[config.mk]
export PLATFORM = sky130hd
export DESIGN_NAME = ras_ctrl
export DESIGN_NICKNAME = d
export VERILOG_FILES = /design/src/rtl/ras_ctrl.sv
export SDC_FILE = /design/constraint.sdc
export NUM_CORES = 1
export LEC_CHECK = 0
export CAP_MARGIN = 10
export CORE_MARGIN = 2
export CORE_UTILIZATION = 55
export CTS_CLUSTER_SIZE = 24
export DETAILED_ROUTE_END_ITERATION = 8
export GPL_ROUTABILITY_DRIVEN = 0
export PLACE_DENSITY = 0.8
export SLEW_MARGIN = 30
export SYNTH_ARGS = -nofsm -noshare
export SYNTH_HDL_FRONTEND = slang
export SYNTH_SLANG_ARGS = --single-unit
[constraint.sdc]
create_clock -name clk -period 3.1 [get_ports clk]
set_input_delay 0.62 -clock clk [delete_from_list [all_inputs] [get_ports clk]]
set_output_delay 0.62 -clock clk [all_outputs]
set_load 0.005 [all_outputs]
[src/rtl/ras_ctrl.sv]
// Return address stack controller: a speculative stack driven by fetch and a
// committed stack driven by retirement. A backend flush resynchronises the
// speculative stack from the committed one with a STACK_DEPTH-cycle copy.
module ras_ctrl #(
  parameter int unsigned STACK_DEPTH = 8
) (
  input  logic        clk,
  input  logic        rst_n,
  input  logic        f_push_i,
  input  logic        f_pop_i,
  input  logic [29:0] f_din_i,
  output logic [29:0] f_top_o,
  output logic        f_top_valid_o,
  output logic        f_ready_o,
  input  logic        c_push_i,
  input  logic        c_pop_i,
  input  logic [29:0] c_din_i,
  input  logic        flush_i,
  output logic        busy_o
);

  localparam int unsigned PTR_WIDTH = (STACK_DEPTH > 1) ? $clog2(STACK_DEPTH) : 1;
  localparam int unsigned CNT_WIDTH = PTR_WIDTH + 1;
  localparam logic [PTR_WIDTH-1:0] PTR_ONE  = PTR_WIDTH'(1);
  localparam logic [PTR_WIDTH-1:0] IDX_LAST = PTR_WIDTH'(STACK_DEPTH - 1);
  localparam logic [CNT_WIDTH-1:0] CNT_ONE  = CNT_WIDTH'(1);
  localparam logic [CNT_WIDTH-1:0] CNT_FULL = CNT_WIDTH'(STACK_DEPTH);

  typedef enum logic {
    IDLE,
    RESTORE
  } state_t;

  // Result of one stack operation: optional write plus next pointer/count.
  typedef struct packed {
    logic                 we;
    logic [PTR_WIDTH-1:0] waddr;
    logic [PTR_WIDTH-1:0] ptr;
    logic [CNT_WIDTH-1:0] cnt;
  } stk_upd_t;

  // Shared push/pop/replace-top rule used by both stacks.
  function automatic stk_upd_t stk_step(
    input logic                 push,
    input logic                 pop,
    input logic [PTR_WIDTH-1:0] ptr,
    input logic [CNT_WIDTH-1:0] cnt
  );
    stk_upd_t r;
    r.we    = 1'b0;
    r.waddr = ptr;
    r.ptr   = ptr;
    r.cnt   = cnt;
    if (push && pop && (cnt != '0)) begin
      // Replace top in place; depth unchanged.
      r.we    = 1'b1;
      r.waddr = ptr - PTR_ONE;
    end else if (push) begin
      // A full stack silently overwrites its oldest entry via pointer wrap.
      r.we    = 1'b1;
      r.waddr = ptr;
      r.ptr   = ptr + PTR_ONE;
      r.cnt   = (cnt == CNT_FULL) ? cnt : cnt + CNT_ONE;
    end else if (pop && (cnt != '0)) begin
      r.ptr = ptr - PTR_ONE;
      r.cnt = cnt - CNT_ONE;
    end
    return r;
  endfunction

  logic [29:0] spec_mem [STACK_DEPTH];
  logic [29:0] com_mem  [STACK_DEPTH];

  state_t               state_q, state_d;
  logic [PTR_WIDTH-1:0] spec_ptr_q, spec_ptr_d;
  logic [CNT_WIDTH-1:0] spec_cnt_q, spec_cnt_d;
  logic [PTR_WIDTH-1:0] com_ptr_q;
  logic [CNT_WIDTH-1:0] com_cnt_q;
  logic [PTR_WIDTH-1:0] idx_q, idx_d;

  stk_upd_t             com_upd;
  stk_upd_t             fetch_upd;
  stk_upd_t             mirror_upd;
  logic                 ready;
  logic                 copy_en;
  logic                 spec_we;
  logic [PTR_WIDTH-1:0] spec_waddr;
  logic [29:0]          spec_wdata;
  logic [29:0]          spec_top_raw;

  // Candidate updates: committed stack, fetch-driven and commit-mirrored spec.
  always_comb begin
    ready      = (state_q == IDLE) && !flush_i;
    com_upd    = stk_step(c_push_i, c_pop_i, com_ptr_q, com_cnt_q);
    fetch_upd  = stk_step(f_push_i && ready, f_pop_i && ready, spec_ptr_q, spec_cnt_q);
    mirror_upd = stk_step(c_push_i, c_pop_i, spec_ptr_q, spec_cnt_q);
  end

  // Next-state and speculative-stack control.
  always_comb begin
    state_d    = state_q;
    idx_d      = idx_q;
    spec_ptr_d = spec_ptr_q;
    spec_cnt_d = spec_cnt_q;
    spec_we    = 1'b0;
    spec_waddr = '0;
    spec_wdata = '0;
    copy_en    = 1'b0;
    f_ready_o  = ready;
    busy_o     = (state_q == RESTORE);
    if (flush_i) begin
      // Pointers snap to the committed stack (including this cycle's commit op);
      // contents follow during the copy sequence.
      state_d    = RESTORE;
      idx_d      = '0;
      spec_ptr_d = com_upd.ptr;
      spec_cnt_d = com_upd.cnt;
    end else begin
      unique case (state_q)
        IDLE: begin
          spec_ptr_d = fetch_upd.ptr;
          spec_cnt_d = fetch_upd.cnt;
          spec_we    = fetch_upd.we;
          spec_waddr = fetch_upd.waddr;
          spec_wdata = f_din_i;
        end
        RESTORE: begin
          // Copy one entry per cycle; commit ops are mirrored so entries
          // already copied stay coherent.
          copy_en    = 1'b1;
          spec_ptr_d = mirror_upd.ptr;
          spec_cnt_d = mirror_upd.cnt;
          spec_we    = mirror_upd.we;
          spec_waddr = mirror_upd.waddr;
          spec_wdata = c_din_i;
          idx_d      = idx_q + PTR_ONE;
          if (idx_q == IDX_LAST) begin
            state_d = IDLE;
          end
        end
        default: state_d = IDLE;
      endcase
    end
  end

  // Storage writes; copy reads the old committed value, mirrored write wins.
  always_ff @(posedge clk) begin
    if (com_upd.we) begin
      com_mem[com_upd.waddr] <= c_din_i;
    end
    if (copy_en) begin
      spec_mem[idx_q] <= com_mem[idx_q];
    end
    if (spec_we) begin
      spec_mem[spec_waddr] <= spec_wdata;
    end
  end

  // Control state with asynchronous reset; array contents are left as-is.
  always_ff @(posedge clk or negedge rst_n) begin
    if (!rst_n) begin
      state_q    <= IDLE;
      spec_ptr_q <= '0;
      spec_cnt_q <= '0;
      com_ptr_q  <= '0;
      com_cnt_q  <= '0;
      idx_q      <= '0;
    end else begin
      state_q    <= state_d;
      spec_ptr_q <= spec_ptr_d;
      spec_cnt_q <= spec_cnt_d;
      com_ptr_q  <= com_upd.ptr;
      com_cnt_q  <= com_upd.cnt;
      idx_q      <= idx_d;
    end
  end

  // Speculative top is a combinational read, forced to zero when not valid.
  always_comb begin
    spec_top_raw  = spec_mem[spec_ptr_q - PTR_ONE];
    f_top_valid_o = (spec_cnt_q != '0) && (state_q == IDLE);
    f_top_o       = f_top_valid_o ? spec_top_raw : 30'd0;
  end

endmodule

# == After elaboration in Yosys (flattened, before gate mapping) ==
# Memories as Yosys holds them, arrays and structs flattened.
# Index checks and enable logic that the tools add are counted.
# totals
ff_bits,18
ram_bits,480
in_bits,67
out_inout_bits,33
mem_count,2
# memory_table
name,words,word_bits,rd,rd_ports_with_merged_regs,wr,line_no,source
com_mem,8,30,1,0,1,72,logic [29:0] com_mem [STACK_DEPTH];
spec_mem,8,30,1,0,2,71,logic [29:0] spec_mem [STACK_DEPTH];
# classes
n_addsub,9
n_eq_ne,7
n_mux,41
bitwise_logic,1
n_reduce_logical,17
# op_table
op,n
7-bit two-way mux,9
30-bit two-way mux,2
30-bit one-hot mux with 2 select lines,1
4-bit two-way mux,9
1-bit logical AND,12
1-bit two-way mux,12
3-bit two-way mux,4
3-bit one-hot mux with 2 select lines,2
3-bit by 1-bit adder with 3-bit output (second input constant),3
4-bit by 1-bit adder with 4-bit output (second input constant),2
4-bit == test (second input constant),2
4-bit one-hot mux with 2 select lines,1
4-bit nonzero test,2
4-bit by 1-bit subtractor with 4-bit output (second input constant),2
3-bit != test (second input constant),2
3-bit by 1-bit subtractor with 3-bit output (second input constant),2
4-bit by 2-bit != test with 1-bit output (second input constant),1
4-bit by 3-bit != test with 1-bit output (second input constant),1
4-bit AND reduction,1
3-bit == test (second input constant),1
1-bit one-hot mux with 2 select lines,1
2-bit nonzero test,1
1-bit logical NOT,1
1-bit NOT,1

# == Depth between registers and ports, before layout ==
# Gate-level depths: netlist (run 1).
# logic_depth
depth_word,10
depth_mapped,9
depth_no_buf,7

# == Least setup slack after synthesis (run 1) ==
# Ideal clock, no wire load.
# synth_timing
path_type,input -> register
from,input c_push_i
to,"memory com_mem[0][0], enable pin"
setup_ns,0.417
arrival_time_ns,3.095
slack_ns,-0.412
cell_stages,7
path_cell_list,buf_2 > buf_1 > clkbuf_1 > nand3_1 > nand2_1 > o21ai_0 > nor2_1
# synth_between
elab_chain_len,5
elab_cells_between_ends,6
# synth_lines
element,line_no,source
start: declaration,15,"input logic c_push_i,"
1-bit logical AND (2 in a row),54,if (push && pop && (cnt != '0)) begin
4-bit two-way mux (*),54,
1-bit two-way mux,148,if (com_upd.we) begin
1-bit two-way mux (implied by the code),149,com_mem[com_upd.waddr] <= c_din_i;
end: declaration,72,
# Every way passes the cells marked *; elsewhere a longest branch is shown, timed or not.

# == Final worst setup path (run 1) ==
# layout_timing
from,register spec_ptr_q[0]
to,output f_top_o[5]
# layout_between
elab_chain_len,3
# layout_lines
element,line_no,source
start: declaration,75,"logic [PTR_WIDTH-1:0] spec_ptr_q, spec_ptr_d;"
start signal: assignment,170,spec_ptr_q <= spec_ptr_d;
3-bit by 1-bit subtractor with 3-bit output,180,spec_top_raw = spec_mem[spec_ptr_q - PTR_ONE];
memory read 8 x 30 bit,n/a,
30-bit two-way mux,182,f_top_o = f_top_valid_o ? spec_top_raw : 30'd0;
end: declaration,12,"output logic [29:0] f_top_o,"
# Every way passes these cells.

==> flow_metrics.env, run 1 <==
export IMPL_io_pins=100
export IMPL_final_util=0.675
export IMPL_cts_sinks=498
export IMPL_ys_warn_count=0
export IMPL_min_path_type="in2async"
export IMPL_clk_pin_slew_ns=0.06
export IMPL_cts_hold_buf=0
export IMPL_post_route_period_util=0.996
export IMPL_async_flop_share=0.0361
export IMPL_dr_pass1_iters=5
export IMPL_synth_cell_types=57
export IMPL_rrSetupSlack_ns=0.23
export IMPL_synth_seq_area_share=0.647
export IMPL_cts_root_buf="clkbuf_16"
export IMPL_min_period_ns=3.09
export IMPL_yosys_top_cells_count="480 x edfxtp_1, 279 x mux2i_1, 120 x mux4_2"
export IMPL_final_hold_viol_count=1
export IMPL_fp_row_count=74
export IMPL_combPwrFrac=0.371
export IMPL_grt_pass1_wl_um=85200
export IMPL_p_int_uw=15600
export IMPL_io_buffer_count=99
export IMPL_p_sw_uw=7190
export IMPL_required_ns=2.48
export IMPL_htreeDepth=2
export IMPL_grt_util_met1=0.366
export IMPL_fp_dieH_um=208
export IMPL_dieArea_um2=43400
export IMPL_synthDominantCellAreaShare=0.628
export IMPL_status="finished with violations"
export IMPL_synthTopCellsByArea="edfxtp_1 63%, mux2i_1 12%, mux4_2 12%"
export IMPL_cts_buffers=47
export IMPL_use_met2=0.434
export IMPL_fin_nets=1604
export IMPL_drive_gt1_frac=0.292
export IMPL_hold_slack_ns=-0.00111
export IMPL_irDropWorstVdd_v=0.000572
export IMPL_pwr_share_clk=0.227
export IMPL_drc_errors=0
export IMPL_syn2layout_area_growth_pct=20.6
export IMPL_swShare=0.315
export IMPL_clkLatencyLatePin_ns=0.57
export IMPL_startpoint_type="register"
export IMPL_relSlewSlack=0.533
export IMPL_maxCapViolCount=0
export IMPL_cts_tree="built"
export IMPL_syn_area_um2=23000
export IMPL_p_leak_uw=0.00896
export IMPL_use_met3=0.0347
export IMPL_setup_viol=0
export IMPL_antenna_found_initial=1
export IMPL_power_density_nw_per_um2=822
export IMPL_clockBufferDepth=3
export IMPL_gr_total_overflow=0
export IMPL_routedWlPerCell_um=26.9
export IMPL_maxSlewViolCount=0
export IMPL_cp_startpoint="spec_ptr_q[0]"
export IMPL_track_usage=0.262
export IMPL_route_vias_total=13200
export IMPL_reg2reg_from="spec_ptr_q[0]"
export IMPL_rr_endpoint="spec_mem[6][9]"
export IMPL_seq_power_share=0.401
export IMPL_worstPathArrival_ns=2.47
export IMPL_routed_wl_um=56300
export IMPL_syn_avg_cell_area_um2=17.5
export IMPL_failed_checks="negative hold slack"
export IMPL_yosysTopAreaCell="edfxtp_1"
export IMPL_rsz0062_at_grt="true"
export IMPL_endpoint_kind="primary output"
export IMPL_drt_vias_per_instance=6.33
export IMPL_grt_start_max_net_pins=32
export IMPL_hpwlAfterDp_um=33900
export IMPL_synth_edf_count=480
export IMPL_chipWidth_um=208
export IMPL_core_um2=41000
export IMPL_grt_pass1_vias=13900
export IMPL_cp_endpoint="f_top_o[5]"
export IMPL_yosysMostFrequentCell="edfxtp_1"
export IMPL_max_freq_mhz=324
export IMPL_finClkSkew_ns=0.0173
export IMPL_worst_slew_pin_slew_ns=0.681
export IMPL_worst_setup_path_type="reg2out"
export IMPL_drt_iter0_markers=1371
export IMPL_start_util=0.560
export IMPL_ys_ff_latch=498
export IMPL_crit_fanout=5
export IMPL_netlist_instances=1313
export IMPL_ant_nets=0
export IMPL_busiest_layer="met2"
export IMPL_reg2reg_depth=13
export IMPL_synth_nets=1390
export IMPL_synthFlopType="edfxtp_1"
cell families after synthesis:
family                   synth area share
AO/OA/AOI/OAI                      0.0217
buffers and inverters              0.0212
XOR/XNOR                          0.00458
AND/OR/NAND/NOR                    0.0397
adder cells (fa/ha/maj)           0.00545
flip-flops                          0.647
multiplexers                        0.260
cell usage in the layout (no fill, tap or decap), drive strengths merged, types with 9 or more instances in the layout:
cell type	count
mux2i	284
nand2	100
o21ai	9
mux2	35
buf	155
nor3	20
dfrtp	18
mux4	120
inv	14
ha	10
clkbuf	67
a21oi	37
clkinv	22
clkdlybuf4s15	9
edfxtp	480
clkdlybuf4s50	68
nor2	21
worst min-delay path by stage:
stage	end	slack, ns	cells past startpoint
after floorplan	busy_o	0.32	0
after global placement	com_cnt_q[3]	0.58	1
after detailed placement	com_cnt_q[2]	0.59	1
after CTS	com_ptr_q[1]	0.57	1
after global routing	spec_cnt_q[0]	0.01	1
final	spec_cnt_q[0]	-0.001	1
critical path: stages, from the launching register on:
cell and delay (ns):
dfrtp_4 0.50, inv_4 0.07, ha_4 0.23, buf_6 0.15, buf_16 0.14, buf_4 0.14, mux4_2 0.28, nand2_2 0.08
a21oi_2 0.05, buf_4 0.14, buf_2 0.13
flip-flops by register name, summed over array words and instances (netlist names):
signal	count
com_ptr_q	3
com_cnt_q	4
spec_mem	240
com_mem	240
busy_o	1
spec_cnt_q	4
idx_q	3
spec_ptr_q	3
what timing repair did:
| item | CTS | global route |
|---|---|---|
| setup endpoints to repair | 31 | 21 |
| endpoints found under the hold margin | 0 | 0 |
| pin swaps | 13 | 8 |
| buffers inserted | 24 | 8 |
| cloned | 7 | 3 |
| gates resized for setup | 97 | 31 |
metal layers:
metal,vias up,part of all wire
met4,0,0.026
li1,5680,-
met1,6821,0.40
met3,104,0.074
met5,-,0
met2,637,0.50
metrics by stage:
stage	TNS, ns	std cells	total power, uW	cell area (um^2)	worst slack [ns]
floorplan	-93.78	1313	13500	23000	-0.412
global placement	0	1969	15800	25700	0.0105
detailed placement	0	1969	16000	25700	0.00579
CTS	-0.229	2082	22300	27500	-0.213
global route	-0.0487	2092	23600	27700	-0.0487
finish	0	2093	22800	27700	0.0119
layout make-up:
type	instances	area, um^2
diodes	1	2.50
clock buffers	59	1240
clock inverters	23	113
fillers	2575	13300
inverters	13	51.3
multi-input cells	718	7910
flip-flops and latches	498	14900
well taps	532	666
repair buffers	249	2840
power groups by stage:
stage	Sequential, uW	Clock (uW)	Combinational [uW]
after global placement	9170	0	6600
after global routing	9210	5480	8920
after detailed placement	9260	0	6780
after floorplan	9080	0	4450
final	9140	5180	8460
after CTS	9130	5240	7970
No activity file was read; power rests on OpenSTA's default activity.
==> run 2, diff against run 1 <==
--- a/config.mk
+++ b/config.mk
@@ -7,11 +7,11 @@
 export LEC_CHECK = 0
 export CAP_MARGIN = 10
 export CORE_MARGIN = 2
-export CORE_UTILIZATION = 55
+export CORE_UTILIZATION = 65
 export CTS_CLUSTER_SIZE = 24
 export DETAILED_ROUTE_END_ITERATION = 8
 export GPL_ROUTABILITY_DRIVEN = 0
-export PLACE_DENSITY = 0.8
+export PLACE_DENSITY = 0.89
 export SLEW_MARGIN = 30
 export SYNTH_ARGS = -nofsm -noshare
 export SYNTH_HDL_FRONTEND = slang
==> constraint.sdc (replaced) <==
create_clock -name clk -period 3.8 [get_ports clk]
set_input_delay 0.76 -clock clk [delete_from_list [all_inputs] [get_ports clk]]
set_output_delay 0.76 -clock clk [all_outputs]
set_load 0.005 [all_outputs]
==> flow_metrics.env, run 2 (synthesized netlist as in run 1, its figures left out) <==
export IMPL_p_int_uw=11900
export IMPL_cts_sinks=498
export IMPL_status="finished clean"
export IMPL_relSlewSlack=0.327
export IMPL_seqCellArea_um2=14900
export IMPL_rr_endpoint="spec_mem[6][17]"
export IMPL_combPwrFrac=0.316
export IMPL_dieArea_um2=36900
export IMPL_maxCapViolCount=0
export IMPL_rsz0062_at_grt="false"
export IMPL_cts_tree="built"
export IMPL_pwr_share_clk=0.253
export IMPL_drt_vias_per_instance=6.80
export IMPL_slowest_delay_ns=0.53
export IMPL_final_hold_viol_count=0
export IMPL_seq_power_share=0.431
export IMPL_endpoint_kind="primary output"
export IMPL_maxSlewViolCount=0
export IMPL_p_leak_uw=0.00836
export IMPL_reg_largest_list="com_mem: 240 flops, spec_mem: 240 flops"
export IMPL_syn2layout_area_growth_pct=15.6
export IMPL_fin_nets=1527
export IMPL_route_vias_total=13200
export IMPL_drt_iter0_markers=1702
export IMPL_reg2reg_from="spec_cnt_q[0]"
export IMPL_worst_setup_path_type="reg2out"
export IMPL_fp_row_count=68
export IMPL_fp_dieH_um=192
export IMPL_io_buffer_count=99
export IMPL_finalNonFillerCells=1940
export IMPL_cts_hold_buf=0
export IMPL_start_util=0.662
export IMPL_min_path_type="in2async"
export IMPL_clockBufferDepth=3
export IMPL_hpwlAfterDp_um=33800
export IMPL_swShare=0.317
export IMPL_grt_start_max_net_pins=64
export IMPL_place_inst=1853
export IMPL_reg2reg_depth=10
export IMPL_final_cell_area_um2=26600
export IMPL_io_pins=100
export IMPL_grt_pass1_vias=13300
export IMPL_startpoint_type="register"
export IMPL_required_ns=3.04
export IMPL_clkLatencyLatePin_ns=0.57
export IMPL_rrSetupSlack_ns=0.59
export IMPL_dpl_instance_area_um2=25000
export IMPL_worst_slew_pin_slew_ns=0.982
export IMPL_routedWlPerCell_um=28.4
export IMPL_crit_fanout=30
export IMPL_cp_top_family="buffers and inverters"
export IMPL_grt_pass1_wl_um=83100
export IMPL_fill_cells=1856
export IMPL_irDropWorstVdd_v=0.000537
export IMPL_ant_nets=0
export IMPL_path_cells="inv_1 > ha_2 > xor2_2 > buf_4 > nand2_1 > a21oi_1 > clkdlybuf4s50_1"
export IMPL_layout_commonest_cell="edfxtp_1"
export IMPL_tns_ns=0
export IMPL_core_um2=34700
export IMPL_cp_slowest_cell="clkdlybuf4s50_1"
export IMPL_gr_total_overflow=0
export IMPL_cts_buffers=47
export IMPL_min_period_ns=3.68
export IMPL_chipWidth_um=192
export IMPL_multi_input_area_um2=7780
export IMPL_track_usage=0.308
export IMPL_p_sw_uw=5520
export IMPL_finClkSkew_ns=0.0286
export IMPL_drive_gt1_frac=0.229
export IMPL_drc_errors=0
export IMPL_power_density_nw_per_um2=655
export IMPL_crit_buf_inv=3
export IMPL_worstPathArrival_ns=2.92
export IMPL_clk_pin_slew_ns=0.06
export IMPL_antenna_found_initial=0
export IMPL_routed_wl_um=55000
export IMPL_setup_viol=0
export IMPL_htreeDepth=2
export IMPL_dr_pass1_iters=5
export IMPL_cts_root_buf="clkbuf_16"
export IMPL_max_freq_mhz=272
export IMPL_post_route_period_util=0.968
export IMPL_layout_common_cells="480 x edfxtp_1, 278 x mux2i_1, 120 x mux4_2"
export IMPL_n_antenna_cell=0
==> run 2: layout make-up <==
type | instances | area share
Clock buffer | 58 | 0.0462
Clock inverter | 26 | 0.00735
Inverter | 13 | 0.00184
Multi-Input combinational cell | 718 | 0.293
Sequential cell | 498 | 0.560
Tap cell | 455 | 0.0214
Timing Repair Buffer | 172 | 0.0700
==> run 2: per-stage QoR <==
stage	power, uW	setup slack, ns	utilization	hold WS [ns]
after floorplan	11000	0.148	-	0.464
after global placement	12500	0.370	0.713	0.556
after detailed placement	12900	0.298	0.721	0.597
after CTS	17400	0.0210	0.762	0.608
after global routing	18000	0.00862	0.765	0.166
final	17400	0.123	0.765	0.135
==> run 2: power groups by stage <==
stage          registers, uW  logic (uW)  clock network [uW]
6_report                7490        5500                4400
5_1_grt                 7550        5850                4630
4_1_cts                 7490        5430                4430
3_5_place_dp            7570        5330                   0
3_3_place_gp            7500        4970                   0
2_1_floorplan           7410        3620                   0
==> run 2: repair_timing <==
item / CTS / global route
hold endpoints to repair: 0 / 0
setup endpoints to repair: 0 / 31
gates resized for setup: 0 / 4
setup buffers: 0 / 0
==> run 2: how the worst max path moves through the flow <==
stage	startpoint	end	slack, ns	cells past startpoint
after floorplan	c_push_i	com_mem[0][0]	0.15	7
after global placement	f_pop_i	spec_mem[0][13]	0.37	6
after detailed placement	f_pop_i	spec_mem[0][13]	0.30	6
after CTS	spec_cnt_q[0]	f_top_o[24]	0.02	7
after global routing	spec_ptr_q[0]	f_top_o[24]	0.009	7
final	spec_ptr_q[0]	f_top_o[17]	0.12	7
==> run 2: metal layers <==
layer  global-route usage  routed length [um]  vias to the layer above
li1                     -                   -                     5529
met1                0.451               21200                     6759
met2                0.483               26900                      796
met3               0.0625                5790                       99
met4               0.0822                1150                        0
met5                    0                   0                        -
==> run 2: worst register-to-register path: cells and delay by family, from the launching register on <==
kind                       cells  cell delay [ns]
buffers and inverters          4             1.03
adders and majority gates      1             0.29
AOI/OAI and AO/OA              1             0.06
and+or+nand+nor                2             0.72
DFF                            1             0.43
muxes                          2             0.41
==> run 3, diff against run 2 <==
--- a/config.mk
+++ b/config.mk
@@ -12,7 +12,9 @@
 export DETAILED_ROUTE_END_ITERATION = 8
 export GPL_ROUTABILITY_DRIVEN = 0
 export PLACE_DENSITY = 0.89
+export SKIP_CTS_REPAIR_TIMING = 1
 export SLEW_MARGIN = 30
 export SYNTH_ARGS = -nofsm -noshare
 export SYNTH_HDL_FRONTEND = slang
 export SYNTH_SLANG_ARGS = --single-unit
+export TNS_END_PERCENT = 5
==> results of run 3 <==
Final layout, timing and power as in run 2 (identical DEF).
